$ cat src/rtl/mips_pkg.sv
// mips_pkg: shared fetch-control types and constants for the MIPS pipeline
package mips_pkg;
  typedef enum logic [1:0] {BOOT, RUN, PEND} pc_state_t;
  typedef enum logic [1:0] {SRC_SEQ, SRC_BR, SRC_JMP} redir_src_t;
  localparam logic [31:0] PC_STEP = 32'd4;
endpackage

$ cat src/rtl/ex_pc_calc.sv
// ex_pc_calc: EX-stage branch target, pc_plus4 + (offset << 2) mod 2^32
module ex_pc_calc (
  input  logic [31:0] pc_plus4,
  input  logic [31:0] offset,
  output logic [31:0] target
);
  logic unused_offset_hi;
  assign unused_offset_hi = ^offset[31:30];
  assign target = pc_plus4 + {offset[29:0], 2'b00};
endmodule

$ cat src/rtl/pc_redirect_controller.sv
// pc_redirect_controller: fetch PC owner arbitrating sequential, branch and jump redirects
// DELAY_SLOT_EN selects MIPS delay-slot flush behaviour
module pc_redirect_controller
  import mips_pkg::*;
#(
  parameter logic [31:0] RESET_VECTOR = 32'h0000_0000,
  parameter int          ADDR_W       = 32
) (
  input  logic              clk,
  input  logic              rst_n,
  output logic [ADDR_W-1:0] pc,
  output logic              pc_valid,
  input  logic              fetch_ready,
  output logic              if_kill,
  input  logic              stall,
  input  logic              ex_branch_valid,
  input  logic              ex_branch_taken,
  input  logic [31:0]       ex_pc_plus4,
  input  logic [31:0]       ex_offset,
  input  logic              id_jump_valid,
  input  logic [31:0]       id_pc_plus4,
  input  logic [25:0]       id_jump_index,
  output logic              flush_if_id,
  output logic              flush_id_ex
);
`ifdef DELAY_SLOT_EN
  localparam logic BR_FLUSH_ID_EX = 1'b0;
  localparam logic JMP_FLUSH_IF_ID = 1'b0;
`else
  localparam logic BR_FLUSH_ID_EX = 1'b1;
  localparam logic JMP_FLUSH_IF_ID = 1'b1;
`endif
  pc_state_t         state, next_state;
  redir_src_t        src;
  logic [ADDR_W-1:0] pend_tgt, pc_nxt, pend_nxt, tgt, br_tgt, j_tgt;
  logic              br, jmp;
  logic              unused_id_pc;
  assign unused_id_pc = ^id_pc_plus4[27:0];
  ex_pc_calc u_calc (.pc_plus4(ex_pc_plus4), .offset(ex_offset), .target(br_tgt));
  assign j_tgt = {id_pc_plus4[31:28], id_jump_index, 2'b00};
  assign br    = ex_branch_valid & ex_branch_taken;
  assign jmp   = id_jump_valid & !stall;
  assign src   = br ? SRC_BR : jmp ? SRC_JMP : SRC_SEQ;
  assign tgt   = (src == SRC_BR) ? br_tgt : j_tgt;
  always_comb begin
    next_state  = state;
    pc_nxt      = pc;
    pend_nxt    = pend_tgt;
    if_kill     = 1'b0;
    flush_if_id = 1'b0;
    flush_id_ex = 1'b0;
    case (state)
      BOOT: next_state = RUN;
      RUN: begin
        flush_if_id = (src == SRC_BR) | ((src == SRC_JMP) & JMP_FLUSH_IF_ID);
        flush_id_ex = (src == SRC_BR) & BR_FLUSH_ID_EX;
        if (src != SRC_SEQ) begin
          if (fetch_ready) pc_nxt = tgt;
          else begin
            pend_nxt   = tgt;
            next_state = PEND;
          end
        end else if (fetch_ready && !stall) pc_nxt = pc + PC_STEP;
      end
      PEND: begin
        // jumps here belong to the already-flushed younger path
        flush_if_id = br;
        flush_id_ex = br & BR_FLUSH_ID_EX;
        pend_nxt    = br ? br_tgt : pend_tgt;
        if (fetch_ready) begin
          if_kill    = 1'b1;
          pc_nxt     = pend_nxt;
          next_state = RUN;
        end
      end
      default: next_state = BOOT;
    endcase
  end
  always_ff @(posedge clk or negedge rst_n) begin
    if (!rst_n) begin
      state    <= BOOT;
      pc       <= RESET_VECTOR;
      pend_tgt <= RESET_VECTOR;
      pc_valid <= 1'b0;
    end else begin
      state    <= next_state;
      pc       <= pc_nxt;
      pend_tgt <= pend_nxt;
      pc_valid <= next_state != BOOT;
    end
  end
endmodule

$ cat config.mk
export PLATFORM = sky130hd
export DESIGN_NAME = pc_redirect_controller
export DESIGN_NICKNAME = d
export VERILOG_FILES = /design/src/rtl/mips_pkg.sv /design/src/rtl/ex_pc_calc.sv /design/src/rtl/pc_redirect_controller.sv
export SDC_FILE = /design/constraint.sdc
export NUM_CORES = 1
export LEC_CHECK = 0
export BUFFER_PORTS_ARGS = -buffer_cell sky130_fd_sc_hd__buf_4
export CORE_AREA = 2 2 107 109
export DETAILED_ROUTE_END_ITERATION = 12
export DIE_AREA = 0 0 109 111
export PLACE_DENSITY_LB_ADDON = 0.2
export SLEW_MARGIN = 20
export SYNTH_ARGS = -nofsm -noshare
export SYNTH_HDL_FRONTEND = slang
export SYNTH_SLANG_ARGS = --single-unit
$ cat constraint.sdc
create_clock -name clk -period 4.75 [get_ports clk]
set_clock_uncertainty 0.05 [all_clocks]
set_input_delay 0.7125 -clock clk [delete_from_list [all_inputs] [get_ports clk]]
set_output_delay 0.7125 -clock clk [all_outputs]
set_load 0.01 [all_outputs]
==> impl_summary.txt, run 1 <==
----------------------------------------------------
[Die]
  Initial Util ... 0.5230
  Area of the die ... around 0.012 mm²
  Die extent in y ... 111 µm
  Ports placed on the boundary ... 165
  Placeable core region ... between 0.01 and 0.015 mm²
  Placement Rows ... 39
  X dimension of the die ... between 100 and 150 µm

[Yosys]
  Post-Synthesis Cells ... approximately 740
  Count of cell types in the netlist ... 69
  Leading cell type by number of instances after synthesis ... a21oi_1
  Net count of the mapped netlist ... 909
  Number of warning messages in the yosys log ... 0
  Biggest area contributors in the synthesized netlist ... dfrtp_1 29%, a21oi_1 7.7%, ha_1 7.6%
  Fraction of registers with async set/reset ... 1.000
  Count of flip-flops with a built-in enable after synthesis ... 0
  Post-synthesis cell type with the largest combined area ... dfrtp_1
  Most instantiated cells after synthesis ... 89 x a21oi_1, 85 x nand2_1, 72 x nor2_1
  Top_reg_cell synth ... dfrtp_1
  Post-synthesis sequential element count ... 67
  Proportion of synthesized chip area in sequential cells ... 0.2894
  Mean instance size in the synthesized netlist ... slightly below 8 µm²
  Top-area cell type share of the netlist area ... 0.2894
  Area of the mapped netlist ... between 0.005 and 0.006 mm²

[Power]
  Switching power as a share of total power ... 0.4348
  Switch Pwr ... 0.001658 W
  Fraction of power consumed by the clock network ... 0.207
  Share of total power in sequential cells ... 0.296
  Power per cell area ... about 530 mW/mm²
  Cell Int Power ... between 0.002 and 0.0025 W
  Peak ir drop on the vdd network ... about 0.4 mV
  Portion of total power attributed to combinational logic ... 0.498
  Leakage power summed over all cells ... between 3 and 4 nW

[Critical path]
  Worst setup slack for register-to-register paths ... between 1.5 and 2 ns
  Slowest cell on the critical path ... a31oi_1
  Number of cell instances on the worst register-to-register path ... 7
  Worst-path cell chain ... buf_4 -> ha_1 -> fa_1 -> a21o_1 -> a221o_1 -> a31oi_2 -> nand4_1 -> a31oi_1 -> xnor2_1 -> nor2_1 -> o41ai_1
  FF-to-FF Start ... state[0]
  Critical Path Source Type ... input port
  Endpoint of the lowest-slack register-to-register path ... pend_tgt[22]
  Start-to-end type of the worst setup path ... in2reg
  Crit-path max cell delay ... about 0.42 ns
  Sort of element at the end of the critical path ... flip-flop
  Required time of the worst setup path ... 4.92 ns
  Peak fanout along the critical path ... 4
  Arrival time worst endpoint ... approximately 3.5 ns

[Clock tree]
  Clk_lat worst skew ... 0.34 ns
  Clock tree from TritonCTS ... done
  Clock tree root driver cell ... clkbuf_16
  Htree depth ... 3
  Post-CTS repair timing setup buffer count ... 0
  Number of clock buffers inserted by TritonCTS ... 9
  Hold buffers post-CTS ... 0
  # clock sinks ... 67
  CTS Buffer Depth ... 2
  Post-cts repair resize count ... 0
  Clock edge transition at the registers on the reported setup and hold paths ... approximately 0.05 ns

[STA]
  Worst slew margin relative to its limit ... 0.3143
  Achievable Freq ... 302.8 MHz
  Worst Tran Pin Value ... 1.023 ns
  Share of the clock period used by the worst path after layout ... 0.6954
  Slew Viols, Final ... 0
  Number of failing hold endpoints at the final stage ... 0
  Minimum clock period ... around 3.3 ns
  RSZ-0062 raised after global routing ... false
  Final Setup Violations ... 0
  Final total negative setup slack ... 0 ns

[Route]
  Top layer in use ... met4
  Residual DRC count ... 0
  Detail-routed via count per cell ... about 6.5
  Detailed-router iteration count before antenna repair ... 6
  Met2 WL post-DR ... just under 9000 µm
  Post-detailed-route count of antenna-violating nets ... 0
  Via Count ... 6,459
  Total wire length ... roughly 19,000 µm
  WL per Instance ... about 19 µm
  Number of DRC markers in iteration 0 ... slightly below 800
  Wire length on met1 ... 7853 µm
  Total met3 wirelength after detailed routing ... between 1500 and 2000 µm

[Layout]
  Number of antenna cells inserted ... 0
  Proportion of layout cells with a drive suffix above 1 ... 0.2077
  Post-layout nets ... just over 1,000
  Post-layout utilization of the core ... 0.6524
  Cell area after layout ... 0.007227 mm²
  Area added between synthesis and finish ... 24.75%
  Filler Cell Count ... between 900 and 1,000
  Post-Layout Cell Count ... ~1,000

[Worst hold path]
  Worst hold start ... pend_tgt[7]
  Type of the tightest min-delay check ... reg2reg
  Count of cells along the worst hold path ... 1
  Worst Hold Endpoint ... pend_tgt[7]

[Place]
  Placed Area ... between 0.006 and 0.007 mm²
  PortBufs ... roughly 130
  HPWL Detailed ... 13,880 µm
  Final weighted congestion in routability-driven placement ... between 0.9 and 1
  Cell count after placement ... 984

[Global route]
  Number of global-route vias before repair ... 6,049
  Antenna violations before repair ... 0
  First-pass GRT wire length ... around 31,000 µm
  Pin count of the biggest net entering global routing ... 68
  Overflow after GRT ... 0
  Total global-route track usage ... 0.3227

[Run status]
  Result of the run ... finished, final reports clean

[Flow run]
  Maxcap violations ... 0

----------------------------------------------------
==> final cells by class <==
class	count	area (µm²)	area share
Multi-Input combinational cell	620	3901	0.5398
Sequential cell	67	1677	0.2320
Timing Repair Buffer	144	1081	0.1496
Clock buffer	10	239.0	0.03307
Tap cell	143	178.9	0.02476
Clock inverter	6	112.6	0.01558
Inverter	10	37.54	0.005194
==> flip-flops by register name, indices dropped and copies added (netlist names) <==
| register | count |
|---|---|
| pc_valid | 1 |
| pend_tgt | 32 |
| state | 2 |
| pc | 32 |
==> power groups by stage <==
stage	combinational, W	clock, W	sequential, W
3_3_place_gp	0.00181	0	0.00111
3_5_place_dp	0.00185	0	0.00113
5_1_grt	0.00207	0.000818	0.00116
4_1_cts	0.00187	0.000789	0.00112
6_report	0.00190	0.000788	0.00113
2_1_floorplan	0.00117	0	0.00111
==> placed cells by master (no fill, tap or decap), types with 12 or more instances in the layout <==
cell       n
a21o_1    15
a21oi_1   89
xor2_1    16
nand3_1   29
ha_1      35
nand2_1   85
o21ai_0   63
xnor2_1   26
dfrtp_1   67
o22ai_1   12
nand4_1   15
buf_4    144
nor2_1    71
==> through the flow <==
step	power, W	worst slack [ns]	hold slack (ns)
floorplan	0.002282	1.590	0.3669
global placement	0.002912	1.150	0.4105
detailed placement	0.002977	1.090	0.4256
CTS	0.003774	1.432	0.4379
global route	0.004050	1.187	0.4587
finish	0.003815	1.447	0.4390
==> routing by layer <==
metal	vias up	track usage
li1	2984	-
met1	2996	0.4457
met2	406	0.4824
met3	73	0.06349
met4	0	0.1496
met5	-	0
==> worst max path at each step <==
stage | slack (ns) | from | depth (start not counted) | to
after global routing | 1.19 | ex_pc_plus4[2] | 11 | pc[20]
after CTS | 1.43 | ex_pc_plus4[2] | 11 | pc[20]
after global placement | 1.15 | ex_pc_plus4[2] | 11 | pc[20]
after detailed placement | 1.09 | ex_pc_plus4[2] | 11 | pc[20]
final | 1.45 | ex_pc_plus4[2] | 11 | pc[20]
after floorplan | 1.59 | ex_pc_plus4[2] | 10 | pc[20]
==> kinds of logic (layout without fill, tap and decap cells) <==
| family | after synthesis | in the layout | share of synthesized area |
|---|---|---|---|
| AO/OA/AOI/OAI | 286 | 286 | 0.3259 |
| XOR/XNOR | 42 | 42 | 0.06350 |
| adder cells (fa/ha/maj) | 36 | 36 | 0.07905 |
| buffers and inverters | 57 | 170 | 0.03845 |
| flip-flops | 67 | 67 | 0.2894 |
| multiplexers | 1 | 1 | 0.001728 |
| AND/OR/NAND/NOR | 255 | 255 | 0.2019 |
==> worst max-delay path, delay by kind of cell <==
kind,cells,cell delay (ns)
buffers and inverters,1,0.11
AOI/OAI and AO/OA,5,1.64
adders and majority gates,2,0.61
and+or+nand+nor,2,0.22
xor gates and xnor gates,1,0.18
No activity file was read; power rests on OpenSTA's default activity.
==> run 2, diff against run 1 <==
==> constraint.sdc (replaced) <==
create_clock -name clk -period 3.1 [get_ports clk]
set_clock_uncertainty 0.05 [all_clocks]
set_input_delay 0.465 -clock clk [delete_from_list [all_inputs] [get_ports clk]]
set_output_delay 0.465 -clock clk [all_outputs]
set_load 0.01 [all_outputs]
==> run 2 against run 1 <==
  * Total power is 54% higher
  * Highest routed layer unchanged
  * Cell area is 1.8% higher
  * Count of clock-buffer cells in the layout up 1
  * Worst setup slack got worse by 1.2 ns
  * Hold slack lost 0.25 ns
  * Combinational power rose by 58%
  * First-iteration DRC count grew 5.6%
  * Via count is 0.36% lower
  * Sequential share of layout area is 0.41 points lower
  * Global-route usage rose by 0.49 points
  * Utilization is 1.2 points higher
  * Critical path type unchanged
  * Largest power group unchanged
  * Clock power rose by 45%
==> impl_summary.txt, run 2 (synthesized netlist as in run 1, its figures left out) <==
----------------------------------------------------
[Power]
  Fraction of power consumed by the clock network ... 0.193
  Switching power as a share of total power ... 0.4360
  Switch Pwr ... 0.002560 W
  Power per cell area ... around 800 mW/mm²
  Portion of total power attributed to combinational logic ... 0.510
  Cell Int Power ... between 0.003 and 0.004 W
  Leakage power summed over all cells ... approximately 3.2 nW
  Pwr Total ... slightly below 0.006 W
  Peak ir drop on the vdd network ... between 0.5 and 0.6 mV
  Share of total power in sequential cells ... 0.296

[STA]
  Minimum clock period ... ~2.8 ns
  Worst hold-check slack ... between 0.15 and 0.2 ns
  PnR worst setup slack ... about 0.25 ns
  Slew Viols, Final ... 0
  Share of the clock period used by the worst path after layout ... 0.9190
  Achievable Freq ... 351.0 MHz
  Worst slew margin relative to its limit ... 0.4127
  Final Setup Violations ... 0
  Number of failing hold endpoints at the final stage ... 0
  Worst Tran Pin Value ... 0.8810 ns
  RSZ-0062 raised after global routing ... false

[Clock tree]
  CTS Buffer Depth ... 2
  Clock edge transition at the registers on the reported setup and hold paths ... about 0.060 ns
  Number of clock buffers inserted by TritonCTS ... 9
  # clock sinks ... 67
  Clock tree root driver cell ... clkbuf_16
  Htree depth ... 3
  Clk_lat worst skew ... ~0.34 ns
  Hold buffers post-CTS ... 0
  Clock tree from TritonCTS ... done

[Global route]
  Total global-route track usage ... 0.3276
  First-pass GRT wire length ... between 30,000 and 40,000 µm
  Overflow after GRT ... 0
  Antenna violations before repair ... 0
  Pin count of the biggest net entering global routing ... 68
  Number of global-route vias before repair ... approximately 5,900

[Die]
  Die extent in y ... 111 µm
  X dimension of the die ... 109 µm
  Placement Rows ... 39
  Initial Util ... 0.5230
  Placeable core region ... between 0.01 and 0.015 mm²
  Area of the die ... 0.01210 mm²
  Ports placed on the boundary ... between 150 and 200

[Layout]
  Multi-input gate area ... about 0.0039 mm²
  Cell area after layout ... 0.007357 mm²
  Proportion of layout cells with a drive suffix above 1 ... 0.2237
  Number of antenna cells inserted ... 0
  Footprint of the flip-flops and latches ... about 0.0017 mm²
  Area added between synthesis and finish ... 27.00%
  Filler Cell Count ... ~940
  Post-layout nets ... ~1,000
  Largest registers ... pc (32), pend_tgt (32), state (2)
  Commonest cells after routing, fill and taps aside ... 162 x buf_4, 89 x a21oi_1, 85 x nand2_1, 72 x nor2_1, 67 x dfrtp_1
  Most common library cell in the layout ignoring fill and taps ... buf_4
  Post-Layout Cell Count ... a little over 1,000

[Critical path]
  Worst-path cell chain ... buf_4 -> ha_1 -> fa_1 -> a21o_1 -> a221o_1 -> a31oi_2 -> nand4_1 -> a31oi_2 -> buf_4 -> o21ai_0 -> xnor2_1 -> a21oi_1
  Arrival time worst endpoint ... 3.00 ns
  Sort of element at the end of the critical path ... flip-flop
  Slowest cell on the critical path ... fa_1
  Worst path buffer plus inverter count ... 2
  Critical Path Source Type ... input port
  Peak fanout along the critical path ... 4
  Top delay family on crit path ... compound AO/OA/AOI/OAI gates
  Required time of the worst setup path ... 3.25 ns
  Crit-path max cell delay ... about 0.39 ns
  Start-to-end type of the worst setup path ... in2reg

[Run status]
  Result of the run ... finished, final reports clean

[Place]
  Cell count after placement ... between 1,000 and 1,500
  HPWL Detailed ... about 14,000 µm
  Placement Setup Slack ... -0.1853 ns
  Final weighted congestion in routability-driven placement ... ~0.94
  PortBufs ... ~130
  Placed Area ... approximately 0.007 mm²

[Route]
  Total wire length ... a little under 20,000 µm
  Via Count ... 6,436
  Detail-routed via count per cell ... roughly 6.3
  Number of DRC markers in iteration 0 ... between 800 and 900
  Post-detailed-route count of antenna-violating nets ... 0
  Residual DRC count ... 0
  Detailed-router iteration count before antenna repair ... 5
  WL per Instance ... 19.34 µm

[Worst hold path]
  Type of the tightest min-delay check ... in2async

[Flow run]
  Maxcap violations ... 0

----------------------------------------------------
==> run 2: cell count changes in the layout (fill, tap and decap cells not counted), sizes merged <==
cell / before / now
clkinvlp: 3 / 0
clkbuf: 10 / 11
clkinv: 0 / 3
buf: 144 / 163
bufinv: 3 / 2
==> run 2: power by group through the flow <==
stage | Sequential, W | Clock [W] | Combinational [W]
5_1_grt | 0.00178 | 0.00119 | 0.00327
3_5_place_dp | 0.00173 | 0 | 0.00293
4_1_cts | 0.00172 | 0.00114 | 0.00295
3_3_place_gp | 0.00170 | 0 | 0.00287
2_1_floorplan | 0.00170 | 0 | 0.00180
6_report | 0.00174 | 0.00114 | 0.00300
==> run 2: repair_timing <==
item / in CTS / in global routing
gates resized for setup: 0 / 1
setup buffers: 0 / 0
setup endpoints to repair: 0 / 3
==> run 2: final cells by class <==
type,count,share of cell area
clock inverters,5,0.01020
well taps,143,0.02432
repair buffers,163,0.1680
clock buffers,11,0.03435
inverters,10,0.005102
multi-input cells,620,0.5301
flip-flops and latches,67,0.2279
==> run 2: metal layers <==
| layer | wire (µm) | GRT usage |
|---|---|---|
| met5 | 0 | 0 |
| met2 | 9375 | 0.5172 |
| met4 | 338 | 0.09316 |
| met1 | 8301 | 0.4670 |
| met3 | 1687 | 0.04292 |
==> run 2: worst paths after layout <==
path,startpoint,to,slack [ns],cells past startpoint
max in group asynchronous,rst_n,pend_tgt[10],2.23,1
worst min-delay path,rst_n,pc[5],0.19,1
min in group clk,ex_pc_plus4[1],pend_tgt[1],0.30,2
worst max-delay path,ex_pc_plus4[2],pc[28],0.25,12
worst min register to register,pend_tgt[8],pend_tgt[8],0.44,1
worst max register to register,state[1],pc[27],0.51,7
==> run 2: metrics by stage <==
step | utilization | TNS, ns
2_1_floorplan | - | 0
3_3_place_gp | 0.6340 | -0.4479
3_5_place_dp | 0.6340 | -0.8495
4_1_cts | 0.6636 | 0
5_1_grt | 0.6642 | 0
6_report | 0.6642 | 0
==> run 3, diff against run 2 <==
==> constraint.sdc (replaced) <==
create_clock -name clk -period 2.9 [get_ports clk]
set_clock_uncertainty 0.05 [all_clocks]
set_input_delay 0.435 -clock clk [delete_from_list [all_inputs] [get_ports clk]]
set_output_delay 0.435 -clock clk [all_outputs]
set_load 0.01 [all_outputs]
==> run 3 against run 2 <==
  * Count of clock-buffer cells in the layout shrank 2
  * Global-route usage is 0.57 points higher
  * Cell count is 1.4% higher
  * First-iteration DRC count up 6.7%
  * Worst setup slack lost 0.10 ns
  * Register-to-register slack worse by 0.19 ns
  * Wire length grew 0.93%
  * Non-clock buffer count rose by 14
  * Utilization up 1.1 points
  * Largest cell class unchanged
  * Largest power group unchanged
==> impl_summary.txt, run 3 (synthesized netlist as in run 1, its figures left out) <==
----------------------------------------------------
[Run status]
  Result of the run ... finished, final reports clean

[Layout]
  Commonest cells after routing, fill and taps aside ... 177 x buf_4, 89 x a21oi_1, 85 x nand2_1, 72 x nor2_1, 67 x dfrtp_1
  Most common library cell in the layout ignoring fill and taps ... buf_4
  Number of antenna cells inserted ... 0
  Area added between synthesis and finish ... 29.07%
  Largest registers ... pc (32), pend_tgt (32), state (2)
  Post-layout nets ... ~1,100
  Proportion of layout cells with a drive suffix above 1 ... 0.2382

[STA]
  Achievable Freq ... between 300 and 400 MHz
  RSZ-0062 raised after global routing ... false
  Number of failing hold endpoints at the final stage ... 0
  Slew Viols, Final ... 0
  Share of the clock period used by the worst path after layout ... 0.9480
  Worst Tran Pin Value ... roughly 1.0 ns
  Final Setup Violations ... 0
  Worst slew margin relative to its limit ... 0.3112
  Final total negative setup slack ... 0 ns
  Minimum clock period ... about 2.7 ns
  Worst hold-check slack ... 0.1618 ns

[Critical path]
  Arrival time worst endpoint ... 2.91 ns
  Worst setup slack for register-to-register paths ... roughly 0.32 ns
  Endpoint of the lowest-slack register-to-register path ... pc[21]
  Number of cell instances on the worst register-to-register path ... 8
  Required time of the worst setup path ... 3.06 ns
  Peak fanout along the critical path ... 4
  FF-to-FF Start ... state[0]
  Critical Path Source Type ... input port
  Sort of element at the end of the critical path ... flip-flop
  Start-to-end type of the worst setup path ... in2reg

[Die]
  Ports placed on the boundary ... approximately 170
  Die extent in y ... 111 µm
  X dimension of the die ... between 100 and 150 µm
  Placeable core region ... about 0.011 mm²
  Area of the die ... ~0.012 mm²
  Placement Rows ... 39
  Initial Util ... 0.5230

[Route]
  Detail-routed via count per cell ... between 6 and 7
  WL per Instance ... 19.25 µm
  Residual DRC count ... 0
  Total wire length ... just under 20,000 µm
  Number of DRC markers in iteration 0 ... ~870
  Detailed-router iteration count before antenna repair ... 6
  Post-detailed-route count of antenna-violating nets ... 0
  Via Count ... 6,494

[Flow run]
  Maxcap violations ... 0

[Power]
  Peak ir drop on the vdd network ... 0.5593 mV
  Pwr Total ... about 0.0064 W
  Power per cell area ... between 800 and 900 mW/mm²
  Leakage power summed over all cells ... roughly 3.3 nW

[Place]
  HPWL Detailed ... 14,590 µm
  PortBufs ... around 130
  Final weighted congestion in routability-driven placement ... 0.9236

[Clock tree]
  # clock sinks ... 67
  CTS Buffer Depth ... 2
  Clock edge transition at the registers on the reported setup and hold paths ... 0.06 ns
  Clock tree from TritonCTS ... done
  Clock tree root driver cell ... clkbuf_16
  Clk_lat worst skew ... roughly 0.34 ns
  Number of clock buffers inserted by TritonCTS ... 9
  Htree depth ... 3

[Global route]
  Overflow after GRT ... 0
  First-pass GRT wire length ... ~32,000 µm
  Total global-route track usage ... 0.3333
  Antenna violations before repair ... 0
  Number of global-route vias before repair ... around 6,200
  Pin count of the biggest net entering global routing ... between 60 and 70

[Worst hold path]
  Type of the tightest min-delay check ... in2async

----------------------------------------------------
==> run 3: power by group <==
part | total, W | internal [W] | switching, W
logic | 0.00328 | 0.00141 | 0.00187
clock network | 0.00127 | 0.000838 | 0.000436
registers | 0.00186 | 0.00139 | 0.000469
total | 0.00641 | 0.00363 | 0.00278
==> run 3: metal layers <==
metal	vias up	wire [µm]	global-route usage
li1	3054	-	-
met1	2975	8074	0.4538
met2	415	9284	0.5155
met3	50	1937	0.05820
met4	0	589	0.1444
met5	-	0	0
==> run 3: stage by stage <==
stage	util	cells	cell area (µm²)	setup WS [ns]
after CTS	0.6719	1031	7442	0.03249
after detailed placement	0.6410	1015	7101	-0.3160
final	0.6750	1033	7477	0.1509
after global placement	0.6410	1015	7101	-0.2331
after floorplan	-	744	5793	0.01753
after global routing	0.6750	1033	7477	0.002160
==> run 3: critical path, cell delays in order <==
cell and delay [ns]:
buf_4 0.11, ha_2 0.19, fa_2 0.37, a21o_1 0.21
a221o_1 0.38, a31oi_4 0.19, nand4_1 0.15, a31oi_2 0.27
buf_4 0.16, o21ai_0 0.10, xnor2_1 0.25, a21oi_1 0.10
==> run 3: repair_timing <==
item | CTS | global route
endpoints found under the setup margin | 0 | 5
setup buffers | 0 | 2
resized for setup | 0 | 5
hold buffers | 0 | 0
==> run 3: final cells by class <==
| cell class | instances | area, µm² |
|---|---|---|
| inverters | 10 | 37.54 |
| clock inverters | 7 | 116.4 |
| clock buffers | 9 | 225.2 |
| flip-flops and latches | 67 | 1677 |
| multi-input cells | 620 | 3914 |
| well taps | 143 | 178.9 |
| repair buffers | 177 | 1329 |
| fillers | 946 | 3600 |
==> run 3: how the worst max path moves through the flow <==
stage,slack [ns],depth (start not counted),startpoint,end
2_1_floorplan,0.02,10,ex_pc_plus4[2],pc[20]
3_3_place_gp,-0.23,12,ex_pc_plus4[2],pc[24]
3_5_place_dp,-0.32,12,ex_pc_plus4[2],pend_tgt[24]
4_1_cts,0.03,12,ex_pc_plus4[2],pend_tgt[28]
5_1_grt,0.002,12,ex_pc_plus4[2],pc[28]
6_report,0.15,12,ex_pc_plus4[2],pc[28]
